--- src/rtl/serial_sub_cmp.sv ---
// Bit-serial subtract-and-compare: diff = a - b one bit per cycle (LSB first),
// then registered lt/gt/eq/ovf flags in signed or unsigned mode.
module serial_sub_cmp #(
   parameter int unsigned WIDTH = 16
) (
   input  logic             clk,
   input  logic             rst_n,
   input  logic             start,
   input  logic [WIDTH-1:0] a,
   input  logic [WIDTH-1:0] b,
   input  logic             signed_mode,
   output logic             busy,
   output logic             done,
   output logic [WIDTH-1:0] diff,
   output logic             lt,
   output logic             gt,
   output logic             eq,
   output logic             ovf
);

   localparam int unsigned CW = (WIDTH > 1) ? $clog2(WIDTH) : 1;

   typedef enum logic [1:0] {IDLE, SHIFT, DONE} state_t;

   state_t           state, state_nx;
   logic [WIDTH-1:0] a_sh, a_sh_nx;
   logic [WIDTH-1:0] b_sh, b_sh_nx;
   logic [WIDTH-1:0] acc, acc_nx;
   logic             carry, carry_nx;
   logic             mode, mode_nx;
   logic [CW-1:0]    cnt, cnt_nx;
   logic             busy_nx, done_nx;
   logic [WIDTH-1:0] diff_nx;
   logic             lt_nx, gt_nx, eq_nx, ovf_nx;

   // One full-adder slice plus the flag values for the final bit
   logic             b_inv, sum_bit, cout_bit, last_bit;
   logic [WIDTH-1:0] full_diff;
   logic             ovf_bit, lt_bit, eq_bit;

   always_comb begin
      b_inv     = ~b_sh[0];
      sum_bit   = a_sh[0] ^ b_inv ^ carry;
      cout_bit  = (a_sh[0] & b_inv) | (a_sh[0] & carry) | (b_inv & carry);
      full_diff = {sum_bit, acc[WIDTH-1:1]};
      last_bit  = (cnt == CW'(WIDTH - 1));
      // carry currently held is the carry into the MSB when the last bit is processed
      ovf_bit   = carry ^ cout_bit;
      lt_bit    = mode ? (full_diff[WIDTH-1] ^ ovf_bit) : ~cout_bit;
      eq_bit    = (full_diff == '0);
   end

   // Next-state and registered-output logic
   always_comb begin
      state_nx = state;
      a_sh_nx  = a_sh;
      b_sh_nx  = b_sh;
      acc_nx   = acc;
      carry_nx = carry;
      mode_nx  = mode;
      cnt_nx   = cnt;
      busy_nx  = 1'b0;
      done_nx  = 1'b0;
      diff_nx  = diff;
      lt_nx    = lt;
      gt_nx    = gt;
      eq_nx    = eq;
      ovf_nx   = ovf;

      case (state)
         IDLE, DONE: begin
            if (start) begin
               state_nx = SHIFT;
               a_sh_nx  = a;
               b_sh_nx  = b;
               mode_nx  = signed_mode;
               carry_nx = 1'b1;
               cnt_nx   = '0;
               busy_nx  = 1'b1;
            end else begin
               state_nx = IDLE;
            end
         end
         SHIFT: begin
            a_sh_nx  = a_sh >> 1;
            b_sh_nx  = b_sh >> 1;
            acc_nx   = full_diff;
            carry_nx = cout_bit;
            cnt_nx   = cnt + CW'(1);
            if (last_bit) begin
               state_nx = DONE;
               done_nx  = 1'b1;
               diff_nx  = full_diff;
               ovf_nx   = ovf_bit;
               lt_nx    = lt_bit;
               eq_nx    = eq_bit;
               gt_nx    = ~lt_bit & ~eq_bit;
            end else begin
               busy_nx = 1'b1;
            end
         end
         default: state_nx = IDLE;
      endcase
   end

   always_ff @(posedge clk or negedge rst_n) begin
      if (!rst_n) begin
         state <= IDLE;
         a_sh  <= '0;
         b_sh  <= '0;
         acc   <= '0;
         carry <= 1'b0;
         mode  <= 1'b0;
         cnt   <= '0;
         busy  <= 1'b0;
         done  <= 1'b0;
         diff  <= '0;
         lt    <= 1'b0;
         gt    <= 1'b0;
         eq    <= 1'b0;
         ovf   <= 1'b0;
      end else begin
         state <= state_nx;
         a_sh  <= a_sh_nx;
         b_sh  <= b_sh_nx;
         acc   <= acc_nx;
         carry <= carry_nx;
         mode  <= mode_nx;
         cnt   <= cnt_nx;
         busy  <= busy_nx;
         done  <= done_nx;
         diff  <= diff_nx;
         lt    <= lt_nx;
         gt    <= gt_nx;
         eq    <= eq_nx;
         ovf   <= ovf_nx;
      end
   end

endmodule

--- config.mk ---
export PLATFORM = sky130hd
export DESIGN_NAME = serial_sub_cmp
export DESIGN_NICKNAME = d
export VERILOG_FILES = /design/src/rtl/serial_sub_cmp.sv
export SDC_FILE = /design/constraint.sdc
export NUM_CORES = 1
export LEC_CHECK = 0
export ABC_AREA = 1
export CAP_MARGIN = 5
export CORE_MARGIN = 4
export CORE_UTILIZATION = 40
export DETAILED_ROUTE_END_ITERATION = 8
export DONT_BUFFER_PORTS = 1
export PLACE_DENSITY_LB_ADDON = 0.05
export SETUP_SLACK_MARGIN = 0.05
export SLEW_MARGIN = 40
export SYNTH_ARGS = -nofsm -noshare
export SYNTH_HDL_FRONTEND = slang
export SYNTH_SLANG_ARGS = --single-unit
--- constraint.sdc ---
create_clock -name clk -period 3.45 [get_ports clk]
set_clock_uncertainty 0.2 [all_clocks]
set_input_delay 1.035 -clock clk [delete_from_list [all_inputs] [get_ports clk]]
set_output_delay 1.035 -clock clk [all_outputs]
set_load 0.02 [all_outputs]
### Word level (Yosys, flattened, before mapping)

Cells that the tools add are included.

* input port bits: 36
* bits in registers: 78
* logic and storage cells: 58

* equal/unequal tests: 5
* bitwise operators: 14
* add/sub/neg operators: 1
* reduce and logical (&&, ||, !) cells: 7
* multiplexer cells: 17

Operators with widths (count)
* 16-bit case mux with 2 select lines: 2
* 16-bit 2-to-1 mux: 2
* 16-bit logical NOT: 1
* 4-bit case mux with 2 select lines: 1
* 1-bit 2-to-1 mux: 7
* 2-bit AND reduction: 3
* 4-bit by 1-bit adder with 4-bit output, second input constant: 1
* 1-bit AND: 4
* 4-bit equality test, second input constant: 1
* 4-bit 2-to-1 mux: 1
* 2-bit inequality test, second input constant: 2
* 1-bit NOT: 4
* 1-bit case mux with 2 select lines: 2
* 2-bit case mux with 2 select lines: 1
* 1-bit bitwise XOR: 4
* 2-bit by 1-bit equality test with 1-bit output, second input constant: 1
* 2-bit equality test, second input constant: 1
* 2-bit logical NOT: 1
* 2-bit 2-to-1 mux: 1
* 1-bit OR: 2
* 2-bit nonzero test: 1
* 2-bit OR reduction: 1

### Depth between registers and ports, before layout

Gate-level depths: netlist of run 1.

* depth after elaboration: 9
* mapped depth: 8
* mapped depth without buffers: 8

### Worst setup path before layout of run 1

No wires, ideal clock.

* path kind: input port to flip-flop
* start: input port start
* end: register a_sh[11]
* path buffers: 1
* slack: 1617 ps
* cell stages on the path: 6
* arrival time: 1509 ps
* cell sequence: nand2_2 > nand2_2 > inv_2 > buf_4 > nand2_1 > nand3_1

* cells in the longest elaborated chain, start to end: 2

Ends and longest elaborated chain
* start, declared: RTL line 8 `input logic start,`
* 2-bit inequality test (no line)
* 2-bit AND reduction (no line)
* end signal, assigned: RTL line 124 `a_sh <= a_sh_nx;`
* end, declared: RTL line 26 `logic [WIDTH-1:0] a_sh, a_sh_nx;`

Every way passes these cells.
A chain may end at the register's enable or synchronous reset.

### Final worst setup path of run 1

* start: register state[0]
* end: register eq

* cells in the longest elaborated chain, start to end: 2

Ends and longest elaborated chain
* start, declared: RTL line 25 `state_t state, state_nx;`
* start signal, assigned: RTL line 123 `state <= state_nx;`
* 2-bit by 1-bit equality test with 1-bit output: RTL line 70 `case (state)`
* 2-bit AND reduction (no line)
* end signal, assigned: RTL line 135 `eq <= eq_nx;`
* end, declared: RTL line 17 `output logic eq,`

Every way passes these cells.

==> results of run 1 <==
==> sequential cells by signal, summed over array words and instances, names as in the netlist <==
name and cells:
carry 1, eq 1, mode 1, gt 1, ovf 1, diff 16, acc 15, lt 1
state 2, busy 1, a_sh 16, cnt 4, b_sh 16, done 1
==> synthesized netlist by cell type <==
master / count
nor2_4: 2
nor3_1: 1
nand2_1: 158
inv_1: 16
ha_1: 1
o21ai_0: 17
clkbuf_1: 1
o211ai_1: 3
buf_2: 6
nand3_1: 29
inv_2: 4
fa_1: 2
xnor2_1: 1
o21ai_1: 12
dfrtp_1: 77
a21oi_1: 2
nor2_1: 16
buf_6: 3
nand2_2: 5
buf_4: 7
o22a_1: 1
==> cells by family after synthesis <==
group / count (synthesis) / share of synthesized area (%)
AOI/OAI and AO/OA: 35 / 5.777
DFF: 77 / 59.71
xor gates and xnor gates: 1 / 0.2715
buffers and inverters: 37 / 6.049
and+or+nand+nor: 211 / 26.56
adders and majority gates: 3 / 1.629
==> area by class of cell <==
cell class	count	area, µm²
clock inverters	5	52.55
well taps	102	127.6
inverters	20	75.07
multi-input cells	250	1105
fillers	809	4338
flip-flops and latches	77	1927
repair buffers	2	15.01
clock buffers	10	127.6
==> where the power goes <==
part	switching (mW)	internal [mW]	total (mW)
Clock	0.317	0.327	0.644
Sequential	0.390	1.31	1.70
Combinational	0.595	0.347	0.943
Total	1.30	1.98	3.28
==> layer usage <==
layer / share of wire, % / wire [µm]
met1: 48 / 2970
met2: 45 / 2791
met3: 6.8 / 424
met4: 0.99 / 62
met5: 0 / 0
==> cells in the final DEF (no fill, tap or decap), types with 2 or more instances in the layout <==
cell,count
nand2_2,5
nand2_1,158
dfrtp_1,77
inv_1,16
inv_2,4
o21ai_0,17
clkbuf_8,9
fa_1,2
nand3_1,29
a21oi_1,2
clkinv_2,3
o211ai_1,3
buf_4,2
nor2_1,16
o21ai_1,12
nor2_4,2
==> final timing paths <==
| path | to | startpoint |
|---|---|---|
| worst max-delay path | eq | state[0] |
| worst min-delay path | done | rst_n |
| worst max register to register | eq | state[0] |
| worst min register to register | b_sh[15] | b_sh[15] |
| max in group asynchronous | b_sh[12] | rst_n |
| min in group clk | b_sh[15] | b_sh[15] |
==> metrics by stage <==
| stage | utilization [%] | cell area, µm² | cells |
|---|---|---|---|
| floorplan | - | 3227 | 364 |
| global placement | 41.83 | 3249 | 451 |
| detailed placement | 41.83 | 3249 | 451 |
| CTS | 44.15 | 3430 | 466 |
| global route | 44.15 | 3430 | 466 |
| finish | 44.15 | 3430 | 466 |
==> worst register-to-register path, stage by stage, from the launching register on <==
cell	delay, ps
dfrtp_1	400
nand2_2	360
inv_2	80
nand2_2	480
inv_2	250
nand3_1	150
nand2_1	50
==> results.cfg, run 1 <==
[synth]
syn_area_um2 = 3227
ys_ff_latch = 77
synth_nets = 403
synth.avg_cell_area_um2 = 8.865
synthCells = 364
synth_cell_types = 21
yosys.area.top_type_share_pct = 59.71
yosysWarnings = 0
yosysSeqAreaShare_pct = 59.71
yosysTopAreaCell = dfrtp_1
synth.area.top_cells = dfrtp_1, nand2_1, nand3_1, o21ai_0, o21ai_1

[detailed_routing]
dr.pass1.iters = 4
vias_per_cell = 4.805
drc = 0
drt_iter0_markers = 82
vias = 2239
drtAntennaViolNets = 0
wl_per_cell_um = 13.41
wl_um = 6248

[grt]
grt_use_total_pct = 14.08
busiest_layer = met2
overflow = 0
antenna_found_initial = 0
grt_pass1_wl_um = 10810
met3_usage_pct = 6.786
use_met2_pct = 20.88
grt_pass1_vias = 2174
grt_use_met1_pct = 18.38
grt_max_degree = 78

[place]
post-place-ws_ps = 1258
port_buffers = 0
gp_congestion = 0.6835
dp_hpwl_um = 3922

[setup_path]
critPathArrivalTime_ps = 2100
worst-path-max-fanout = 31
worstPathRequired_ps = 3490
path_depth = 6
worstPathCellList = nand2_2 -> inv_2 -> nand2_2 -> inv_2 -> nand3_1 -> nand2_1
path_delay_family = simple AND/OR/NAND/NOR gates
end_kind = flop
reg2reg_depth = 6
critical-path-max-stage-delay_ps = 480
critPathSlowestCell = nand2_2
cp_num_buf_inv = 2
r2r_slack_ps = 1390
worstSetupStartpointType = flop
path_class = reg2reg

[floorplan]
core_area_um2 = 7767
die_height_um = 97.82
initial_core_util_pct = 41.54
fp-row-count = 32
boundaryPins = 58
die_width_um = 97.82
die_area_um2 = 9568

[sta]
fin_crit_ps = 2061
rsz0062_at_grt = false
setup_viol = 0
tns_ps = 0
finalHoldViolCount = 0
layout_setup_ws_ps = 1389
worstMarginPinSlew_ps = 615.2
whs_ps = 180.8
fin_crit_sh_pct = 59.74
relSlewSlack_pct = 58.84
fmax_mhz = 485.2
drv_slew = 0

[cts]
clk_latency_ps = 340
cts_tree = done
numCtsBuffers = 9
clk_pin_slew_ps = 80
cts_sinks = 77
root_buffer = clkbuf_8
post_cts_resized = 0
cts_buffer_depth = 2
htreeDepth = 3
ctsHoldBuffers = 0
cts_setup_buffers = 0

[finish]
num_antenna_cells = 0
syn_to_final_growth_pct = 6.282
num-nets-final = 399
drive_gt1_share_pct = 7.418

[pwr]
power_mw = 3.284
power.density_nw_per_um2 = 957.7
vdd_drop_max_uv = 358.9
leakage_nw = 1.679

[run_status]
status = complete, no violations

[hold_path]
hp-class = in2async

[flow_run]
cap_violations = 0
Power figures use the tool's default switching activity.
==> inputs of run 2 (changes only) <==
- ABC_AREA: 1 -> 0
- clock period: 3.45 -> 2.1 ns (I/O delays scaled with it)
==> results.cfg, run 2 <==
[pwr]
vdd_drop_max_uv = 584.7
leakage_nw = 1.793
power.density_nw_per_um2 = 1651

[synth]
ys_ff_latch = 77
synth.area.top_cells = dfrtp_1, nand2_1, mux2_4, a22oi_1, nand3_1
synth.avg_cell_area_um2 = 11.01
yosysTopAreaCell = dfrtp_1
syn_area_um2 = 3248
synth_edf_count = 0
synth_cell_types = 24
synth_ff_type = dfrtp_1
synthCells = 295
post_synth_most_frequent_cells = nand2_1, dfrtp_1, a22oi_1, nand3_1, mux2_4
yosysSeqAreaShare_pct = 59.32
yosys.area.top_type_share_pct = 59.32
synth_nets = 334
yosysWarnings = 0
synth_most_common_cell = nand2_1
async_reset_ff_share_pct = 100.0

[setup_path]
critPathSlowestCell = dfrtp_1
critPathArrivalTime_ps = 1920
worstPathRequired_ps = 2130
path_class = reg2reg
r2r_slack_ps = 210
cp_num_buf_inv = 1
path_delay_family = simple AND/OR/NAND/NOR gates
worstReg2RegStart = cnt[0]
critical-path-max-stage-delay_ps = 410
end_kind = flop
rr_endpoint = diff[8]
worstSetupStartpointType = flop
worstPathCellList = ha_1 -> nand3_1 -> or2_4 -> buf_4 -> mux2_4
reg2reg_depth = 5
worst-path-max-fanout = 16

[finish]
finalNonFillerCells = 399
num-nets-final = 333
num_antenna_cells = 0
syn_to_final_growth_pct = 9.823
postLayoutCoreUtil_pct = 45.69
reg_top3 = a_sh (16), b_sh (16), diff (16)
most-common-layout-cells = nand2_1, dfrtp_1, nand3_1, a22oi_1, mux2_4
final_common_cell = nand2_1
drive_gt1_share_pct = 15.15

[cts]
cts_sinks = 77
cts_tree = done
cts_buffer_depth = 2
post_cts_resized = 0
numCtsBuffers = 9
clk_pin_slew_ps = 80
htreeDepth = 3
root_buffer = clkbuf_8
clk_latency_ps = 340
cts_setup_buffers = 0

[detailed_routing]
vias = 2107
wl_um = 6787
wl_per_cell_um = 17.01
dr.pass1.iters = 4
drt_iter0_markers = 80
drtAntennaViolNets = 0
drc = 0
vias_per_cell = 5.281

[grt]
grt_max_degree = 78
grt_use_total_pct = 14.90
grt_pass1_wl_um = 11320
overflow = 0
grt_pass1_vias = 2223
antenna_found_initial = 0

[place]
placed_cells = 385
gp_congestion = 0.7324
port_buffers = 0
post-place-ws_ps = 210.9
dp_hpwl_um = 4359

[run_status]
status = finished, violations left
failed_checks = hold timing

[sta]
fin_crit_ps = 1891
drv_slew = 0
worstMarginPinSlew_ps = 545.5
layout_setup_ws_ps = 209.4
setup_viol = 0
relSlewSlack_pct = 63.64
fmax_mhz = 528.9
whs_ps = -233.1
finalHoldViolCount = 77
tns_ps = 0
rsz0062_at_grt = false
fin_crit_sh_pct = 90.03

[floorplan]
core_area_um2 = 7807
fp-row-count = 32
die_height_um = 98.11
die_area_um2 = 9626
boundaryPins = 58
initial_core_util_pct = 41.60
die_width_um = 98.11

[hold_path]
hp-class = in2async

[flow_run]
cap_violations = 0
[run 2: kinds of logic after synthesis]
logic type	synth area share, %
fa+ha+maj	1.618
buf+inv	3.852
compound gates	9.630
flops	59.32
simple gates	16.64
xor+xnor	0.2697
mux	8.667
[run 2: routing by layer]
metal	wire [µm]	vias up	global-route usage [%]
li1	-	1006	-
met1	2971	1044	17.97
met2	3407	55	24.29
met3	368	2	6.571
met4	40	0	4.153
met5	0	-	0
[run 2: how the worst max path moves through the flow]
stage	startpoint	endpoint	slack, ps	cells after the start
finish	cnt[0]	diff[8]	210	5
global route	cnt[0]	diff[8]	130	5
CTS	cnt[0]	diff[8]	200	5
detailed placement	cnt[0]	diff[7]	210	5
global placement	cnt[0]	diff[15]	250	5
floorplan	b_sh[0]	gt	400	5
[run 2: area by class of cell]
type                    instances  area, µm²
clock buffers                   9      123.9
clock inverters                 5      77.57
fillers                       739       4240
inverters                       4      15.01
multi-input cells             192       1209
flip-flops and latches         77       1927
well taps                     102      127.6
repair buffers                 10      87.58
[run 2: per-stage QoR]
stage          instance area (µm²)  power (mW)
6_report                      3567       5.890
3_5_place_dp                  3366       4.789
5_1_grt                       3567       6.359
2_1_floorplan                 3248       4.261
4_1_cts                       3567       5.985
3_3_place_gp                  3366       4.751
[run 2: power breakdown]
group / internal, mW / switching (mW)
logic: 0.857 / 1.00
clock network: 0.652 / 0.517
registers: 2.15 / 0.714
==> inputs of run 3 (changes only) <==
- GPL_TIMING_DRIVEN: not set -> 1
- clock period: 2.1 -> 1.7 ns (I/O delays scaled with it)
==> results.cfg, run 3 (same netlist as run 2, synthesis figures left out) <==
[grt]
grt_max_degree = 78
overflow = 0
grt_pass1_wl_um = 11660
grt_use_total_pct = 15.29
antenna_found_initial = 0
grt_pass1_vias = 2254

[cts]
numCtsBuffers = 9
cts_tree = done
cts_buffer_depth = 2
clk_latency_ps = 340
htreeDepth = 3
root_buffer = clkbuf_8
cts_sinks = 77
clk_pin_slew_ps = 80

[sta]
layout_setup_ws_ps = -80.25
finalHoldViolCount = 77
setup_viol = 1
fmax_mhz = 561.7
relSlewSlack_pct = 73.87
whs_ps = -348.0
worstMarginPinSlew_ps = 388.3
fin_crit_sh_pct = 104.7
fin_crit_ps = 1780
drv_slew = 0
rsz0062_at_grt = true

[setup_path]
worst-path-max-fanout = 2
worstPathCellList = fa_1 -> nor4_1 -> nand4_1 -> a22o_1
worstReg2RegStart = a_sh[0]
critPathArrivalTime_ps = 1810
rr_endpoint = gt
critPathSlowestCell = fa_1
reg2reg_depth = 4
path_depth = 4
path_class = reg2reg
cp_num_buf_inv = 0
critical-path-max-stage-delay_ps = 520
endpoint = gt
worstSetupStartpointType = flop
end_kind = flop
path_delay_family = adder cells
worstPathRequired_ps = 1730
r2r_slack_ps = -80
critical_path.startpoint = a_sh[0]

[pwr]
p_sw_mw = 2.830
power_switching_share_pct = 35.55
combPwrFrac_pct = 33.3
leakage_nw = 1.916
power_frac_clock_pct = 22.7
power.density_nw_per_um2 = 2092
p_seq_share_pct = 44.0
intPower_mw = 5.132
vdd_drop_max_uv = 693.3

[place]
gp_congestion = 0.7174
post_dp_cell_area_um2 = 3468
dp_hpwl_um = 4582
placed_cells = 397
port_buffers = 0

[detailed_routing]
dr.pass1.iters = 6
drtAntennaViolNets = 0
drt_iter0_markers = 44
wl_um = 6929
drc = 0
vias_per_cell = 5.161
vias = 2147
wl_per_cell_um = 16.66

[floorplan]
die_area_um2 = 9626
die_width_um = 98.11
die_height_um = 98.11
core_area_um2 = 7807
fp-row-count = 32
boundaryPins = 58
initial_core_util_pct = 41.60

[finish]
reg_top3 = a_sh (16), b_sh (16), diff (16)
fin_area_um2 = 3805
finalNonFillerCells = 416
syn_to_final_growth_pct = 17.14
most-common-layout-cells = nand2_1, dfrtp_1, a22oi_1
fill_cells = 730
final_common_cell = nand2_1
num_antenna_cells = 0
drive_gt1_share_pct = 21.02
num-nets-final = 349

[run_status]
status = finished, violations left
failed_checks = hold timing, setup timing

[flow_run]
cap_violations = 0

[hold_path]
hp-class = in2async
## run 3: how the worst min path moves through the flow
stage	from	endpoint	slack, ps	cells past startpoint
2_1_floorplan	rst_n	a_sh[0]	10	0
6_report	rst_n	diff[10]	-350	0
3_3_place_gp	rst_n	diff[9]	20	0
5_1_grt	rst_n	diff[8]	-370	0
3_5_place_dp	rst_n	diff[10]	20	0
4_1_cts	rst_n	diff[10]	-360	0
## run 3: metal layers
metal	track usage (%)	share of wire (%)	wire, µm	up-vias
met5	0	0	0	-
met4	6.177	1.7	120	0
met3	4.214	4.4	308	9
met2	24.29	48	3344	44
met1	19.82	46	3156	1050
li1	-	-	-	1044
## run 3: timing repair
item	in CTS	in global routing
cloned	1	0
endpoints found under the hold margin	77	77
pin swaps	3	2
gates resized for setup	9	4
setup endpoints to repair	19	40
buffers inserted	3	1
## run 3: final cells by class
| type | instances | area [µm²] | share of cell area [%] |
|---|---|---|---|
| well taps | 102 | 127.6 | 3.354 |
| flip-flops and latches | 77 | 1927 | 50.64 |
| repair buffers | 26 | 251.5 | 6.610 |
| multi-input cells | 192 | 1222 | 32.13 |
| inverters | 4 | 15.01 | 0.3946 |
| clock inverters | 4 | 120.1 | 3.157 |
| clock buffers | 11 | 141.4 | 3.716 |
## run 3: power by group through the flow
stage / logic (mW) / clock network (mW) / registers, mW
after floorplan: 1.89 / 0 / 3.37
after global placement: 2.57 / 0 / 3.53
after detailed placement: 2.63 / 0 / 3.54
after CTS: 2.74 / 1.86 / 3.52
after global routing: 3.00 / 1.93 / 3.61
final: 2.65 / 1.80 / 3.51
## run 3: worst reg2reg max path: cells and delay by family, from the launching register on
family          cells  cell delay, ps
flops               1             400
compound gates      1             200
simple gates        2             350
fa+ha+maj           1             520
## run 3: stage by stage
step                      util (%)  TNS (ps)  total power [mW]  worst slack [ps]
after floorplan                  -         0             5.264             4.899
after global placement       44.42         0             6.100             5.625
after detailed placement     44.42    -72.00             6.169            -71.92
after CTS                    48.61    -143.9             8.119            -89.49
after global routing         48.73    -379.7             8.539            -157.6
final                        48.73    -80.25             7.962            -80.25
